<file path="src/rtl/hdmi_pkg.sv">
`default_nettype none
// ============================================================================
// Module      : hdmi_pkg
// Description : Shared definitions for the HDMI video timing generator.
//               Encoder mode codes, default 640x480@60 timing, FSM state
//               type and the colour-bar lookup.
// Revision    : 1.0 - initial release
// ============================================================================
package hdmi_pkg;

    // TMDS encoder mode codes
    localparam logic [1:0] STATE_CTRL  = 2'd0;
    localparam logic [1:0] STATE_VIDEO = 2'd2;

    // Default 640x480 timing
    localparam int DEF_H_ACTIVE = 640;
    localparam int DEF_H_FP     = 16;
    localparam int DEF_H_SYNC   = 96;
    localparam int DEF_H_BP     = 48;
    localparam int DEF_V_ACTIVE = 480;
    localparam int DEF_V_FP     = 10;
    localparam int DEF_V_SYNC   = 2;
    localparam int DEF_V_BP     = 33;

    typedef enum logic [1:0] {
        FSM_IDLE   = 2'd0,
        FSM_ACTIVE = 2'd1,
        FSM_DRAIN  = 2'd2
    } fsm_t;

    // Colour bars left to right, packed as {red, green, blue}
    function automatic logic [23:0] bar_colour(input logic [2:0] idx);
        logic [23:0] c;
        case (idx)
            3'd0:    c = 24'hFFFFFF; // white
            3'd1:    c = 24'hFFFF00; // yellow
            3'd2:    c = 24'h00FFFF; // cyan
            3'd3:    c = 24'h00FF00; // green
            3'd4:    c = 24'hFF00FF; // magenta
            3'd5:    c = 24'hFF0000; // red
            3'd6:    c = 24'h0000FF; // blue
            default: c = 24'h000000; // black
        endcase
        return c;
    endfunction

endpackage
`default_nettype wire

</file>
<file path="src/rtl/hdmi_delay_line.sv">
`default_nettype none
// ============================================================================
// Module      : hdmi_delay_line
// Description : Fixed-depth shift register with a configurable reset value.
//               Used to hold the encoder control stream back until the RAM
//               data for the same pixel arrives.
// Ports       : clk, rst (async, active-high), i_din -> o_dout (DEPTH cycles)
// Revision    : 1.0 - initial release
// ============================================================================
module hdmi_delay_line #(
    parameter int              WIDTH   = 8,
    parameter int              DEPTH   = 1,
    parameter logic [WIDTH-1:0] RST_VAL = '0
) (
    input  logic             clk,
    input  logic             rst,
    input  logic [WIDTH-1:0] i_din,
    output logic [WIDTH-1:0] o_dout
);

    logic [WIDTH-1:0] r_sr [DEPTH];

    always_ff @(posedge clk or posedge rst) begin
        if (rst) begin
            for (int i = 0; i < DEPTH; i++) r_sr[i] <= RST_VAL;
        end else begin
            r_sr[0] <= i_din;
            for (int i = 1; i < DEPTH; i++) r_sr[i] <= r_sr[i-1];
        end
    end

    assign o_dout = r_sr[DEPTH-1];

endmodule
`default_nettype wire

</file>
<file path="src/rtl/hdmi_timing_gen.sv">
`default_nettype none
// ============================================================================
// Module      : hdmi_timing_gen
// Description : Parametrised video timing and frame-buffer fetch generator.
//               Counters -> registered RAM address -> RAM (RD_LAT) -> output
//               register; the control stream is delayed to match.
// Ports       : clk_low/reset        pixel clock, async active-high reset
//               run                  start / keep generating frames
//               ram_addr/ram_rd_en   frame-buffer read request
//               ram_red/green/blue   RAM data, RD_LAT cycles after ram_addr
//               state/ctl            encoder mode and {vsync,hsync}
//               pix_red/green/blue   pixel data aligned with state
//               frame_start/busy     frame pulse and in-frame flag
//               test_mode            colour-bar select (optional)
// Options     : HDMI_TIMING_TEST_PATTERN_EN adds the colour-bar generator.
// Revision    : 1.0 - initial release
// ============================================================================
module hdmi_timing_gen
    import hdmi_pkg::*;
#(
    parameter int                H_ACTIVE    = DEF_H_ACTIVE,
    parameter int                H_FP        = DEF_H_FP,
    parameter int                H_SYNC      = DEF_H_SYNC,
    parameter int                H_BP        = DEF_H_BP,
    parameter int                V_ACTIVE    = DEF_V_ACTIVE,
    parameter int                V_FP        = DEF_V_FP,
    parameter int                V_SYNC      = DEF_V_SYNC,
    parameter int                V_BP        = DEF_V_BP,
    parameter bit                HSYNC_POL   = 1'b1,
    parameter bit                VSYNC_POL   = 1'b1,
    parameter int                ADDR_W      = 26,
    parameter logic [ADDR_W-1:0] BASE_ADDR   = '0,
    parameter int                LINE_STRIDE = DEF_H_ACTIVE,
    parameter int                RD_LAT      = 1
) (
    input  logic              clk_low,
    input  logic              reset,
    input  logic              run,
`ifdef HDMI_TIMING_TEST_PATTERN_EN
    input  logic              test_mode,
`endif
    output logic [ADDR_W-1:0] ram_addr,
    output logic              ram_rd_en,
    input  logic [7:0]        ram_red,
    input  logic [7:0]        ram_green,
    input  logic [7:0]        ram_blue,
    output logic [1:0]        state,
    output logic [1:0]        ctl,
    output logic [7:0]        pix_red,
    output logic [7:0]        pix_green,
    output logic [7:0]        pix_blue,
    output logic              frame_start,
    output logic              busy
);

    localparam int H_TOTAL  = H_ACTIVE + H_FP + H_SYNC + H_BP;
    localparam int V_TOTAL  = V_ACTIVE + V_FP + V_SYNC + V_BP;
    localparam int HC_W     = $clog2(H_TOTAL);
    localparam int VC_W     = $clog2(V_TOTAL);
    localparam int HS_START = H_ACTIVE + H_FP;
    localparam int HS_END   = HS_START + H_SYNC;
    localparam int VS_START = V_ACTIVE + V_FP;
    localparam int VS_END   = VS_START + V_SYNC;

    localparam logic [ADDR_W-1:0] C_STRIDE   = ADDR_W'(LINE_STRIDE);
    localparam logic [1:0]        C_CTL_IDLE = {~VSYNC_POL, ~HSYNC_POL};

`ifdef HDMI_TIMING_TEST_PATTERN_EN
    localparam int C_BAR_W = (H_ACTIVE / 8 > 0) ? H_ACTIVE / 8 : 1;
    localparam int BP_W    = $clog2(C_BAR_W + 1);
    localparam int DL_W    = 9;
    localparam logic [DL_W-1:0] C_DL_RST = {STATE_CTRL, C_CTL_IDLE, 1'b0, 4'b0};
`else
    localparam int DL_W    = 5;
    localparam logic [DL_W-1:0] C_DL_RST = {STATE_CTRL, C_CTL_IDLE, 1'b0};
`endif

    fsm_t              r_fsm;
    logic [HC_W-1:0]   r_hc;
    logic [VC_W-1:0]   r_vc;
    logic [ADDR_W-1:0] r_line_start;

    logic [31:0] w_hc32, w_vc32;
    logic        w_running, w_hc_last, w_frame_end;
    logic        w_active, w_fetch, w_hs, w_vs, w_fs;
    logic [1:0]  w_state, w_ctl;
    logic [DL_W-1:0] w_dl_in, w_dl_out;
    logic [1:0]  w_dl_state, w_dl_ctl;
    logic        w_dl_fs;

    assign w_hc32      = 32'(r_hc);
    assign w_vc32      = 32'(r_vc);
    assign w_running   = (r_fsm != FSM_IDLE);
    assign w_hc_last   = (w_hc32 == H_TOTAL - 1);
    assign w_frame_end = w_hc_last && (w_vc32 == V_TOTAL - 1);

    // ------------------------------------------------------------------
    // Run/stop control; busy is registered alongside the state
    // ------------------------------------------------------------------
    always_ff @(posedge clk_low or posedge reset) begin
        if (reset) begin
            r_fsm <= FSM_IDLE;
            busy  <= 1'b0;
        end else begin
            case (r_fsm)
                FSM_IDLE: begin
                    if (run) begin
                        r_fsm <= FSM_ACTIVE;
                        busy  <= 1'b1;
                    end
                end
                FSM_ACTIVE: begin
                    if (!run) begin
                        // Stopping on the very last pixel needs no drain
                        if (w_frame_end) begin
                            r_fsm <= FSM_IDLE;
                            busy  <= 1'b0;
                        end else begin
                            r_fsm <= FSM_DRAIN;
                        end
                    end
                end
                FSM_DRAIN: begin
                    if (run) begin
                        r_fsm <= FSM_ACTIVE;
                    end else if (w_frame_end) begin
                        r_fsm <= FSM_IDLE;
                        busy  <= 1'b0;
                    end
                end
                default: begin
                    r_fsm <= FSM_IDLE;
                    busy  <= 1'b0;
                end
            endcase
        end
    end

    // ------------------------------------------------------------------
    // Raster counters and line-start address
    // ------------------------------------------------------------------
    always_ff @(posedge clk_low or posedge reset) begin
        if (reset) begin
            r_hc         <= '0;
            r_vc         <= '0;
            r_line_start <= BASE_ADDR;
        end else if (!w_running) begin
            r_hc         <= '0;
            r_vc         <= '0;
            r_line_start <= BASE_ADDR;
        end else if (w_hc_last) begin
            r_hc <= '0;
            if (w_frame_end) begin
                r_vc         <= '0;
                r_line_start <= BASE_ADDR;
            end else begin
                // Also steps through blanking lines; harmless, reloaded at vc 0
                r_vc         <= r_vc + VC_W'(1);
                r_line_start <= r_line_start + C_STRIDE;
            end
        end else begin
            r_hc <= r_hc + HC_W'(1);
        end
    end

    // ------------------------------------------------------------------
    // Per-pixel control decode from the counters
    // ------------------------------------------------------------------
    assign w_active = w_running && (w_hc32 < H_ACTIVE) && (w_vc32 < V_ACTIVE);
    assign w_hs     = w_running && (w_hc32 >= HS_START) && (w_hc32 < HS_END);
    assign w_vs     = w_running && (w_vc32 >= VS_START) && (w_vc32 < VS_END);
    assign w_fs     = w_running && (r_hc == '0) && (r_vc == '0);
    assign w_state  = w_active ? STATE_VIDEO : STATE_CTRL;
    assign w_ctl    = {w_vs ^ ~VSYNC_POL, w_hs ^ ~HSYNC_POL};

`ifdef HDMI_TIMING_TEST_PATTERN_EN
    logic            r_tp_mode;
    logic [BP_W-1:0] r_bar_px;
    logic [2:0]      r_bar;
    logic            w_dl_tp;
    logic [2:0]      w_dl_bar;

    // Mode is only allowed to change between frames
    always_ff @(posedge clk_low or posedge reset) begin
        if (reset) begin
            r_tp_mode <= 1'b0;
        end else if (!w_running || w_frame_end) begin
            r_tp_mode <= test_mode;
        end
    end

    // Bar index tracks hc without a divider
    always_ff @(posedge clk_low or posedge reset) begin
        if (reset) begin
            r_bar_px <= '0;
            r_bar    <= 3'd0;
        end else if (!w_running || w_hc_last) begin
            r_bar_px <= '0;
            r_bar    <= 3'd0;
        end else if (w_hc32 < H_ACTIVE) begin
            if (32'(r_bar_px) == C_BAR_W - 1) begin
                r_bar_px <= '0;
                if (r_bar != 3'd7) r_bar <= r_bar + 3'd1;
            end else begin
                r_bar_px <= r_bar_px + BP_W'(1);
            end
        end
    end

    assign w_fetch = w_active && !r_tp_mode;
    assign w_dl_in = {w_state, w_ctl, w_fs, r_tp_mode, r_bar};
    assign {w_dl_state, w_dl_ctl, w_dl_fs, w_dl_tp, w_dl_bar} = w_dl_out;
`else
    assign w_fetch = w_active;
    assign w_dl_in = {w_state, w_ctl, w_fs};
    assign {w_dl_state, w_dl_ctl, w_dl_fs} = w_dl_out;
`endif

    // ------------------------------------------------------------------
    // RAM request, one cycle behind the counters
    // ------------------------------------------------------------------
    always_ff @(posedge clk_low or posedge reset) begin
        if (reset) begin
            ram_addr  <= BASE_ADDR;
            ram_rd_en <= 1'b0;
        end else begin
            ram_rd_en <= w_fetch;
            if (w_fetch) ram_addr <= r_line_start + ADDR_W'(r_hc);
        end
    end

    // Address register stage plus RD_LAT RAM cycles
    hdmi_delay_line #(
        .WIDTH   (DL_W),
        .DEPTH   (RD_LAT + 1),
        .RST_VAL (C_DL_RST)
    ) u_delay (
        .clk    (clk_low),
        .rst    (reset),
        .i_din  (w_dl_in),
        .o_dout (w_dl_out)
    );

    // ------------------------------------------------------------------
    // Output register: control and pixel data for the same pixel
    // ------------------------------------------------------------------
    always_ff @(posedge clk_low or posedge reset) begin
        if (reset) begin
            state       <= STATE_CTRL;
            ctl         <= C_CTL_IDLE;
            frame_start <= 1'b0;
            {pix_red, pix_green, pix_blue} <= 24'h0;
        end else begin
            state       <= w_dl_state;
            ctl         <= w_dl_ctl;
            frame_start <= w_dl_fs;
            if (w_dl_state == STATE_VIDEO) begin
`ifdef HDMI_TIMING_TEST_PATTERN_EN
                if (w_dl_tp)
                    {pix_red, pix_green, pix_blue} <= bar_colour(w_dl_bar);
                else
                    {pix_red, pix_green, pix_blue} <= {ram_red, ram_green, ram_blue};
`else
                {pix_red, pix_green, pix_blue} <= {ram_red, ram_green, ram_blue};
`endif
            end else begin
                {pix_red, pix_green, pix_blue} <= 24'h0;
            end
        end
    end

endmodule
`default_nettype wire
</file>
<file path="config.mk">
export PLATFORM = sky130hd
export DESIGN_NAME = hdmi_timing_gen
export DESIGN_NICKNAME = d
export VERILOG_FILES = /design/src/rtl/hdmi_pkg.sv /design/src/rtl/hdmi_delay_line.sv /design/src/rtl/hdmi_timing_gen.sv
export SDC_FILE = /design/constraint.sdc
export NUM_CORES = 1
export LEC_CHECK = 0
export ABC_AREA = 1
export CELL_PAD_IN_SITES_DETAIL_PLACEMENT = 0
export CELL_PAD_IN_SITES_GLOBAL_PLACEMENT = 2
export CORE_ASPECT_RATIO = 1.4
export CORE_MARGIN = 1
export CORE_UTILIZATION = 34
export DETAILED_ROUTE_END_ITERATION = 10
export PLACE_DENSITY_LB_ADDON = 0.25
export SLEW_MARGIN = 5
export SYNTH_ARGS = -nofsm -noshare
export SYNTH_HDL_FRONTEND = slang
export SYNTH_SLANG_ARGS = --single-unit
</file>
<file path="constraint.sdc">
create_clock -name clk_low -period 7.3 [get_ports clk_low]
set_clock_uncertainty 0.15 [all_clocks]
set_input_delay 1.46 -clock clk_low [delete_from_list [all_inputs] [get_ports clk_low]]
set_output_delay 1.46 -clock clk_low [all_outputs]
set_load 0.02 [all_outputs]
</file>
== Yosys cells after proc, flatten, opt, wreduce, memory -nomap -nowiden ==
Cells that the tools add are included.
Widths: inputs -> output; s select.

* Bits in registers: 115
* Bits of input ports: 27
* Output and inout port bits: 57
* Word-level logic and storage cells: 74

* Add/subtract/negate cells: 4
* Magnitude comparators: 6
* Equal/unequal tests: 11
* Muxes and demuxes: 22
* Reductions and logical operators: 16

{| class="wikitable"
|+ Operator list
! cell !! count
|-
| $mux 26 || 3
|-
| $mux 10 || 5
|-
| $add 26x10->26 || 1
|-
| $add 26x10->26 const B || 1
|-
| $mux 8 || 3
|-
| $add 10x1->10 const B || 2
|-
| $eq 10x10->1 const B || 2
|-
| $logic_not 10->1 || 2
|-
| $lt 10x10->1 const B || 2
|-
| $lt 10x9->1 const B || 2
|-
| $mux 2 || 6
|-
| $ge 10x10->1 const B || 1
|-
| $ge 10x9->1 const B || 1
|-
| $logic_and 1x1->1 || 9
|-
| $ne 2x2->1 const B || 3
|-
| $pmux 2 s3 || 1
|-
| $reduce_and 3->1 || 2
|-
| $eq 2x2->1 const B || 2
|-
| $ne 2x1->1 const B || 2
|-
| $mux 1 || 3
|-
| $ne 3x3->1 const B || 1
|-
| $eq 2x1->1 const B || 1
|-
| $logic_not 2->1 || 1
|-
| $pmux 1 s2 || 1
|-
| other kinds (2) || 2
|}

== Longest topological paths before layout ==
Gate-level depths: netlist of the first run.

* Depth after elaboration: 5
* Gate-level depth with buffers: 11
* Gate-level depth less buffers: 11

== Hierarchy ==
From an unflattened synthesis of the first run, not the netlist that was laid out.

* Cell total of the unflattened synthesis: 669
* Area total of the unflattened synthesis: 5370.2 µm²

{| class="wikitable"
|+ Modules (own cells, without submodules)
! module !! times used !! cells an instance !! area each (µm²) !! seq. area each (µm²)
|-
| hdmi_timing_gen || 1 || 653 || 5078.6 || 2452.4
|-
| hdmi_delay_line || 1 || 16 || 291.5 || 250.2
|}

== Worst setup path after synthesis of the first run ==
OpenSTA, ideal clock, no wires.

* Path kind: input port to flip-flop
* Start: input port run
* End: register r_fsm[1]
* Setup time: 116 ps
* Arrival time: 1823 ps
* Path slack: 5210 ps
* Stages on the path: 5
* Buffers on the path: 0
* Cell sequence: nor3_1 > a21oi_1 > nand2_1 > nand2_1 > nand2_1

* Cells in the longest elaborated chain, start to end: 2

{| class="wikitable"
|+ Ends and longest elaborated chain
! item !! line !! text
|-
| from (decl) || hdmi_timing_gen.sv:38 || <nowiki>input logic run,</nowiki>
|-
| $ne 3x3->1 (no line), or another cell as far along || n/a ||
|-
| $reduce_and 3->1 (no line) / $pmux 2 s3 (equally long branches) || n/a ||
|-
| to (signal assigned) || hdmi_timing_gen.sv:102 || <nowiki>r_fsm <= FSM_IDLE;</nowiki>
|-
| to (signal assigned) || hdmi_timing_gen.sv:108 || <nowiki>r_fsm <= FSM_ACTIVE;</nowiki>
|-
| to (signal assigned) || hdmi_timing_gen.sv:116 || <nowiki>r_fsm <= FSM_IDLE;</nowiki>
|-
| to (decl) || hdmi_timing_gen.sv:78 || <nowiki>fsm_t r_fsm;</nowiki>
|}

Parallel ways exist; a longest one is shown, timed or not.
A chain may end at the register's enable or synchronous reset.

== Final worst setup path of the first run ==
* Start: register ram_addr[18]
* End: output port ram_addr[18]

{| class="wikitable"
|+ RTL lines
! item !! line !! text
|-
| from (decl) || hdmi_timing_gen.sv:42 || <nowiki>output logic [ADDR_W-1:0] ram_addr,</nowiki>
|-
| from (signal assigned) || hdmi_timing_gen.sv:228 || <nowiki>if (w_fetch) ram_addr <= r_line_start + ADDR_W'(r_hc);</nowiki>
|}

No word-level cell between the ends.

==> metrics.cfg, run 1 <==
[cells_and_area]
fin_nets=793
layout-drive-gt1-share_pct=5.67
layout_commonest_cell=nand2_1
antenna_cells=0
final_cell_mix=nand2_1, dfrtp_1, inv_1
area_growth_pct=23.5
final_core_util_pct=43.4

[clock_tree]
cts_resized=0
cts_hold_buf=0
clockRootBuffer=clkbuf_16
cts_made_buffers=9
clock-sinks=104
insertion_delay_ps=340
cts_setup_buffers=0
h-tree-depth=3
clockBufferDepth=2
path_clk_slew_ps=70
cts_tree=built

[timing]
rsz0062_at_grt=false
relSlewSlack_pct=35.4
max_freq_ghz=0.341
finalSetupViolCount=0
period_share_pct=40.2
whs_ps=199
hold_viol=0
worstMarginPinSlew_ps=969
period_minus_slack_ps=2930
fin_ws_ps=4370
tns_ps=0
maxSlewViolCount=0

[die]
die_y_um=150
die_area_mm2=0.0161
core_mm2=0.0151
die_w_um=108
rows=53
pin_count=84
start_util_pct=35.1

[grt]
grt_usage_pct=17.6
grt-ovfl-total=0
grt_pass1_vias=4526
grt_max_degree=77
grt_pass1_wl_mm=22.2
antenna_found_initial=0

[power]
total_leakage_power_nw=3.36
internal_power_mw=1.14
p_switching_mw=0.688
total_power_mw=1.82
powerDensity_mw_per_mm2=278
combPwrFrac_pct=35.3
netSwitchingFraction_pct=37.7
peakVddDrop_mv=0.191
power_frac_seq_pct=40.3
clkPwrFrac_pct=24.4

[job]
drv_cap=0

[drt]
first_iter_violations=199
drt_first_pass_iters=4
avgRoutedWirePerCell_um=14.0
viasPerCell=4.72
drc=0
route.vias.total=4481
wirelength_mm=13.3
ant_nets=0

[setup_path]
required_ps=5690
start_kind=flip-flop
crit_chain=clkdlybuf4s50_1
worstRegToRegCells=8
crit_type=reg2out
cp_slowest_stage_delay_ps=610
worstPathArrival_ps=1320
cp_max_fo=2
crit_cells=1
critical_path.top_delay_family=buffers and inverters
worstSetupEndpointType=output port
cp_num_buf_inv=1
slowest_stage=clkdlybuf4s50_1

[yosys]
ys_seq_area_share_pct=49.0
yosysWarningCount=0
syn_inst=674
ys_seq_elements=104
synth_cell_types=39
synth_area_mm2=0.00531
synth_area_per_cell_um2=7.88

[place]
port_buffers=82
place.gp.congestion=0.803
hpwl_mm=9.76
pre_cts_slack_ps=3910

[hold_path]
hold_path_depth=0
hold_class=reg2reg

[run_status]
status=completed

power by group through the flow:
stage	sequential (mW)	combinational (mW)	clock, mW
floorplan	0.814	0.342	0
global placement	0.745	0.652	0
detailed placement	0.748	0.659	0
CTS	0.738	0.661	0.462
global route	0.750	0.717	0.485
finish	0.735	0.645	0.444
path summary, 6_finish.rpt:
check | startpoint | to | slack [ps]
min | u_delay.o_dout[1] | ctl[0] | 200
max reg2reg | r_fsm[1] | r_line_start[22] | 4810
min in group asynchronous | reset | pix_blue[5] | 1300
max | ram_addr[18] | ram_addr[18] | 4370
max in group asynchronous | reset | r_line_start[23] | 4410
min reg2reg | u_delay.o_dout[1] | ctl[0] | 200
logic make-up (layout without fill, tap and decap cells):
group                    Yosys count  count (layout)  synth area share, %
buffers and inverters            121             204                 9.26
AO/OA/AOI/OAI                     53              53                 5.63
flip-flops                       104             104                 49.0
XOR/XNOR                           6               6                0.989
adder cells (fa/ha/maj)           13              13                 3.06
AND/OR/NAND/NOR                  376             376                 32.0
other                              1               2               0.0706
cell type report:
cell class              count  area (um2)
repair buffers             84         836
inverters                 104         393
well taps                 192         240
multi-input cells         450        2220
clock inverters             4        28.8
fillers                  1579        8560
flip-flops and latches    104        2600
clock buffers              12         236
metrics by stage:
stage | area (um2) | cells
global route | 6560 | 950
CTS | 6560 | 950
finish | 6560 | 950
global placement | 6290 | 934
detailed placement | 6290 | 934
floorplan | 5320 | 675
registers in the layout, summed over array words and instances, names as in the netlist, 3 cells and up:
signal          cells
ram_addr           26
r_line_start       19
r_hc               10
r_vc               10
pix_blue            8
pix_green           8
pix_red             8
u_delay.o_dout      4
u_delay.r_sr        3
Yosys cell counts, drive strengths merged:
master	instances	area, um2
nand2	205	790
ha	13	163
nor3	12	65.1
a31oi	4	25.0
nor4	1	6.26
xnor2	2	17.5
a2111oi	1	8.76
or2	1	6.26
o21ai	24	120
o21bai	2	15.0
nor3b	1	7.51
clkbuf	3	11.3
nand4	21	146
a21o	1	7.51
buf	14	90.1
a21oi	20	115
inv	104	390
nand3b	2	15.0
conb	1	3.75
nor4b	1	8.76
nand3	65	340
dfrtp	104	2600
xor2	4	35.0
nor2	67	314
o211ai	1	7.51
routing by layer:
layer,global-route usage (%),up-vias,routed length [um]
met4,6.51,0,241
met2,31.3,105,6590
met3,2.83,19,603
li1,-,2272,-
met1,21.2,2085,5830
met5,0,-,0
Note: power is estimated with default switching activity, not from simulation.
==> run 2: changes to the inputs <==
--- a/config.mk
+++ b/config.mk
@@ -10,7 +10,7 @@
 export CELL_PAD_IN_SITES_GLOBAL_PLACEMENT = 2
 export CORE_ASPECT_RATIO = 1.4
 export CORE_MARGIN = 1
-export CORE_UTILIZATION = 34
+export CORE_UTILIZATION = 28
 export DETAILED_ROUTE_END_ITERATION = 10
 export PLACE_DENSITY_LB_ADDON = 0.25
 export SLEW_MARGIN = 5
==> constraint.sdc (replaced) <==
create_clock -name clk_low -period 2.66 [get_ports clk_low]
set_clock_uncertainty 0.15 [all_clocks]
set_input_delay 0.532 -clock clk_low [delete_from_list [all_inputs] [get_ports clk_low]]
set_output_delay 0.532 -clock clk_low [all_outputs]
set_load 0.02 [all_outputs]
==> run 2 against run 1 <==
  * Non-clock buffer count up 8
  * Sequential power rose to 2.7 times the previous value
  * Flip-flop and latch count unchanged
  * First-iteration DRC count down 11%
  * Register-to-register slack worse by 4200 ps
  * Largest cell class unchanged
  * Power rose to 3.0 times the previous value
  * Sequential share of layout area down 1.2 points
  * Routed wire length up 9.0%
  * Worst hold slack better by 8.1 ps
  * Global-route usage down 1.6 points
  * Highest routed layer unchanged
  * Critical path depth up 6
  * Utilization down 7.0 points
==> metrics.cfg, run 2 (synthesized netlist as in run 1, its figures left out) <==
[grt]
grt_pass1_vias=4720
antenna_found_initial=0
grt_usage_pct=16.0
grt-ovfl-total=0
grt_pass1_wl_mm=24.4
grt_max_degree=105

[place]
place.gp.congestion=0.792
port_buffers=82
hpwl_mm=10.6

[setup_path]
endpoint=r_line_start[21]
start_kind=flip-flop
crit_chain=inv_1 -> ha_1 -> inv_1 -> nand2_4 -> buf_4 -> nand4_1 -> a21oi_1
required_ps=2790
r2r-end=r_line_start[21]
worstPathArrival_ps=2220
worstSetupEndpointType=flip-flop
crit_type=reg2reg
timing.rr.start=r_fsm[0]
crit_top_cell=inv_1
worstRegToRegCells=7
cp_max_fo=25
startpoint=r_fsm[0]
r2r_slack_ps=570
slowest_stage=dfrtp_1
cp_slowest_stage_delay_ps=420

[clock_tree]
cts_resized=0
cts_tree=built
cts_setup_buffers=0
clockRootBuffer=clkbuf_16
cts_made_buffers=9
h-tree-depth=3
path_clk_slew_ps=80
insertion_delay_ps=360
cts_hold_buf=0
clock-sinks=104
clockBufferDepth=2

[power]
peakVddDrop_mv=0.319
total_power_mw=5.44
total_leakage_power_nw=3.44
powerDensity_mw_per_mm2=803

[die]
die_w_um=118
die_area_mm2=0.0195
rows=59
core_mm2=0.0186
die_y_um=165
start_util_pct=28.6
pin_count=84

[timing]
tns_ps=0
finalSetupViolCount=0
period_share_pct=78.7
worstMarginPinSlew_ps=719
max_freq_ghz=0.478
rsz0062_at_grt=false
relSlewSlack_pct=51.7
period_minus_slack_ps=2090
hold_viol=0
maxSlewViolCount=0

[cells_and_area]
final_cell_mix=nand2_1, dfrtp_1, inv_1
layout-drive-gt1-share_pct=7.05
area_growth_pct=27.4
max_flop_register=ram_addr
layout_commonest_cell=nand2_1
antenna_cells=0
multiInputGateArea_mm2=0.00222
fill_cells=1982
top_regs=ram_addr x26, r_line_start x19
ff_latch_area_mm2=0.00260
largest_reg_flops=26
fin_nets=801

[drt]
route.vias.total=4552
avgRoutedWirePerCell_um=14.3
ant_nets=0
wirelength_mm=14.5
drt_first_pass_iters=4
viasPerCell=4.51
drc=0
first_iter_violations=177

[job]
drv_cap=0

[run_status]
status=completed

[hold_path]
hold_class=reg2reg

[run 2: report_power, final]
part           internal [mW]  switching [mW]  leakage (nW)  total (mW)
Combinational          0.723            1.19          1.88        1.91
Sequential              1.83           0.183          1.40        2.02
Clock                  0.867           0.645         0.166        1.51
[run 2: critical path, delay by kind of cell (launching register included)]
family	cells	cell delay, ps
buffers and inverters	3	500
AO/OA/AOI/OAI	1	140
adder cells (fa/ha/maj)	1	400
flip-flops	1	420
AND/OR/NAND/NOR	2	400
[run 2: through the flow]
stage	cell area, um2	setup slack [ps]	util [%]	hold WS (ps)	std cells
floorplan	5320	732	-	181	675
global placement	6430	613	34.6	183	994
detailed placement	6430	568	34.6	190	994
CTS	6770	548	36.4	210	1010
global route	6770	369	36.4	221	1010
finish	6770	567	36.4	207	1010
[run 2: metal layers]
layer	wire length, um	GRT usage [%]	up-vias
met5	0	0	-
met4	531	8.40	0
met3	540	2.76	27
met2	7160	28.2	111
met1	6240	18.7	2115
li1	-	-	2299
[run 2: layout make-up]
cell class / instances / area share (%)
flip-flops and latches: 104 / 38.5
clock buffers: 10 / 3.53
inverters: 104 / 5.82
well taps: 244 / 4.51
repair buffers: 92 / 13.4
clock inverters: 6 / 1.44
multi-input cells: 450 / 32.8
[run 2: worst min-delay path by stage]
stage,start,to,slack [ps],cells past startpoint
global route,u_delay.o_dout[2],ctl[1],220,0
finish,u_delay.r_sr[5],u_delay.o_dout[0],210,0
floorplan,u_delay.o_dout[1],ctl[0],180,0
CTS,u_delay.r_sr[5],u_delay.o_dout[0],210,0
detailed placement,u_delay.r_sr[6],u_delay.o_dout[1],190,0
global placement,u_delay.r_sr[5],u_delay.o_dout[0],180,0
==> run 3: changes to the inputs <==
==> constraint.sdc (replaced) <==
create_clock -name clk_low -period 1.7 [get_ports clk_low]
set_clock_uncertainty 0.15 [all_clocks]
set_input_delay 0.34 -clock clk_low [delete_from_list [all_inputs] [get_ports clk_low]]
set_output_delay 0.34 -clock clk_low [all_outputs]
set_load 0.02 [all_outputs]
==> run 3 against run 2 <==
  * The flow now finishes with violations (negative setup slack)
  * Flip-flop and latch count unchanged
  * Cell area rose by 26%
  * Fmax increased by 18%
  * Critical endpoint is now r_line_start[24]
==> metrics.cfg, run 3 (synthesized netlist as in run 1, its figures left out) <==
[setup_path]
crit_top_cell=nand2_2
start_kind=flip-flop
worstSetupEndpointType=flip-flop
crit_chain=ha_4 -> nand2_4 -> nor2_8 -> nand4_4 -> buf_6 -> nand2_8 -> buf_12 -> nand3_2 -> nand2_2 -> nand2_2 -> nor2_1
slowest_stage=dfrtp_1
required_ps=1850
worstPathArrival_ps=1920
cp_max_fo=8
cp_slowest_stage_delay_ps=400
crit_type=reg2reg

[drt]
drc=0
avgRoutedWirePerCell_um=15.1
wirelength_mm=16.9
viasPerCell=4.49
ant_nets=0
drt_first_pass_iters=6
route.vias.total=5039
first_iter_violations=162

[power]
power_frac_seq_pct=31.1
clkPwrFrac_pct=22.7
total_leakage_power_nw=4.46
netSwitchingFraction_pct=37.6
combPwrFrac_pct=46.2
internal_power_mw=6.28
peakVddDrop_mv=0.643
p_switching_mw=3.79
total_power_mw=10.1
powerDensity_mw_per_mm2=1180

[clock_tree]
path_clk_slew_ps=70
h-tree-depth=3
clockBufferDepth=2
insertion_delay_ps=370
cts_tree=built
clock-sinks=104
clockRootBuffer=clkbuf_16
cts_made_buffers=9

[grt]
grt_pass1_wl_mm=26.6
grt_usage_pct=17.7
grt-ovfl-total=0
antenna_found_initial=0
grt_pass1_vias=5096
grt_max_degree=55

[die]
die_y_um=165
start_util_pct=28.6
core_mm2=0.0186
die_w_um=118
pin_count=84
die_area_mm2=0.0195
rows=59

[place]
hpwl_mm=11.5
port_buffers=82
pre_cts_slack_ps=-207
place.gp.congestion=0.802

[timing]
whs_ps=203
worstMarginPinSlew_ps=711
fin_ws_ps=-72.3
period_share_pct=104
period_minus_slack_ps=1770
hold_viol=0
relSlewSlack_pct=52.6
finalSetupViolCount=27
max_freq_ghz=0.564
maxSlewViolCount=0
rsz0062_at_grt=true

[cells_and_area]
area_growth_pct=60.1
top_regs=ram_addr x26, r_line_start x19
layout-drive-gt1-share_pct=36.1
layout_commonest_cell=nand2_1
fill_cells=1884
largest_reg_flops=26
antenna_cells=0
max_flop_register=ram_addr
final_cell_mix=nand2_1, dfrtp_1, buf_4
fin_nets=913

[run_status]
violations=negative setup slack
status=finished, violations left

[hold_path]
hold_class=reg2reg

[job]
drv_cap=0

[run 3: critical path, delay by kind of cell (launching register included)]
kind / cells / cell delay [ps]
buf+inv: 2 / 310
flops: 1 / 400
simple gates: 8 / 660
fa+ha+maj: 1 / 160
[run 3: layout make-up]
class	count	area (um2)	area share (%)
multi-input combinational	450	2920	34.3
sequential	104	2610	30.7
timing repair buffer	204	1940	22.8
inverter	104	410	4.83
tap	244	305	3.59
clock buffer	10	229	2.69
clock inverter	6	92.6	1.09
[run 3: final timing paths]
| path | endpoint | startpoint | depth (start not counted) | slack (ps) |
|---|---|---|---|---|
| setup reg to reg | r_line_start[24] | r_hc[1] | 11 | -70 |
| max in group asynchronous | r_line_start[11] | reset | 3 | 840 |
| min in group asynchronous | pix_red[3] | reset | 3 | 270 |
| setup / recovery | r_line_start[24] | r_hc[1] | 11 | -70 |
| hold / removal | frame_start | u_delay.o_dout[0] | 0 | 200 |
| hold reg to reg | frame_start | u_delay.o_dout[0] | 0 | 200 |
[run 3: power by group through the flow]
stage	Clock, mW	Sequential, mW	Combinational [mW]
2_1_floorplan	0	3.50	1.52
3_5_place_dp	0	3.18	3.54
5_1_grt	2.43	3.19	5.01
4_1_cts	2.35	3.13	4.44
3_3_place_gp	0	3.16	3.50
6_report	2.28	3.13	4.65
[run 3: repair_timing]
action	4_1_cts	5_1_grt
gates cloned	5	1
setup endpoints to repair	114	68
hold endpoints to repair	0	0
hold buffers	0	0
buffers inserted	12	18
resized for setup	135	136
pin swaps	40	45
[run 3: metrics by stage]
stage	util [%]	setup TNS (ps)	instances	area, um2
6_report	45.7	-867	1122	8500
2_1_floorplan	-	-3700	675	5370
3_3_place_gp	38.7	-5590	1081	7200
5_1_grt	45.7	-4720	1122	8500
4_1_cts	43.0	-1680	1113	8000
3_5_place_dp	38.7	-7740	1081	7200
[run 3: routing by layer]
metal / track usage, % / vias up / wire length (um)
li1: - / 2522 / -
met1: 19.9 / 2393 / 6940
met2: 33.0 / 99 / 9000
met3: 3.11 / 25 / 544
met4: 7.31 / 0 / 411
met5: 0 / - / 0
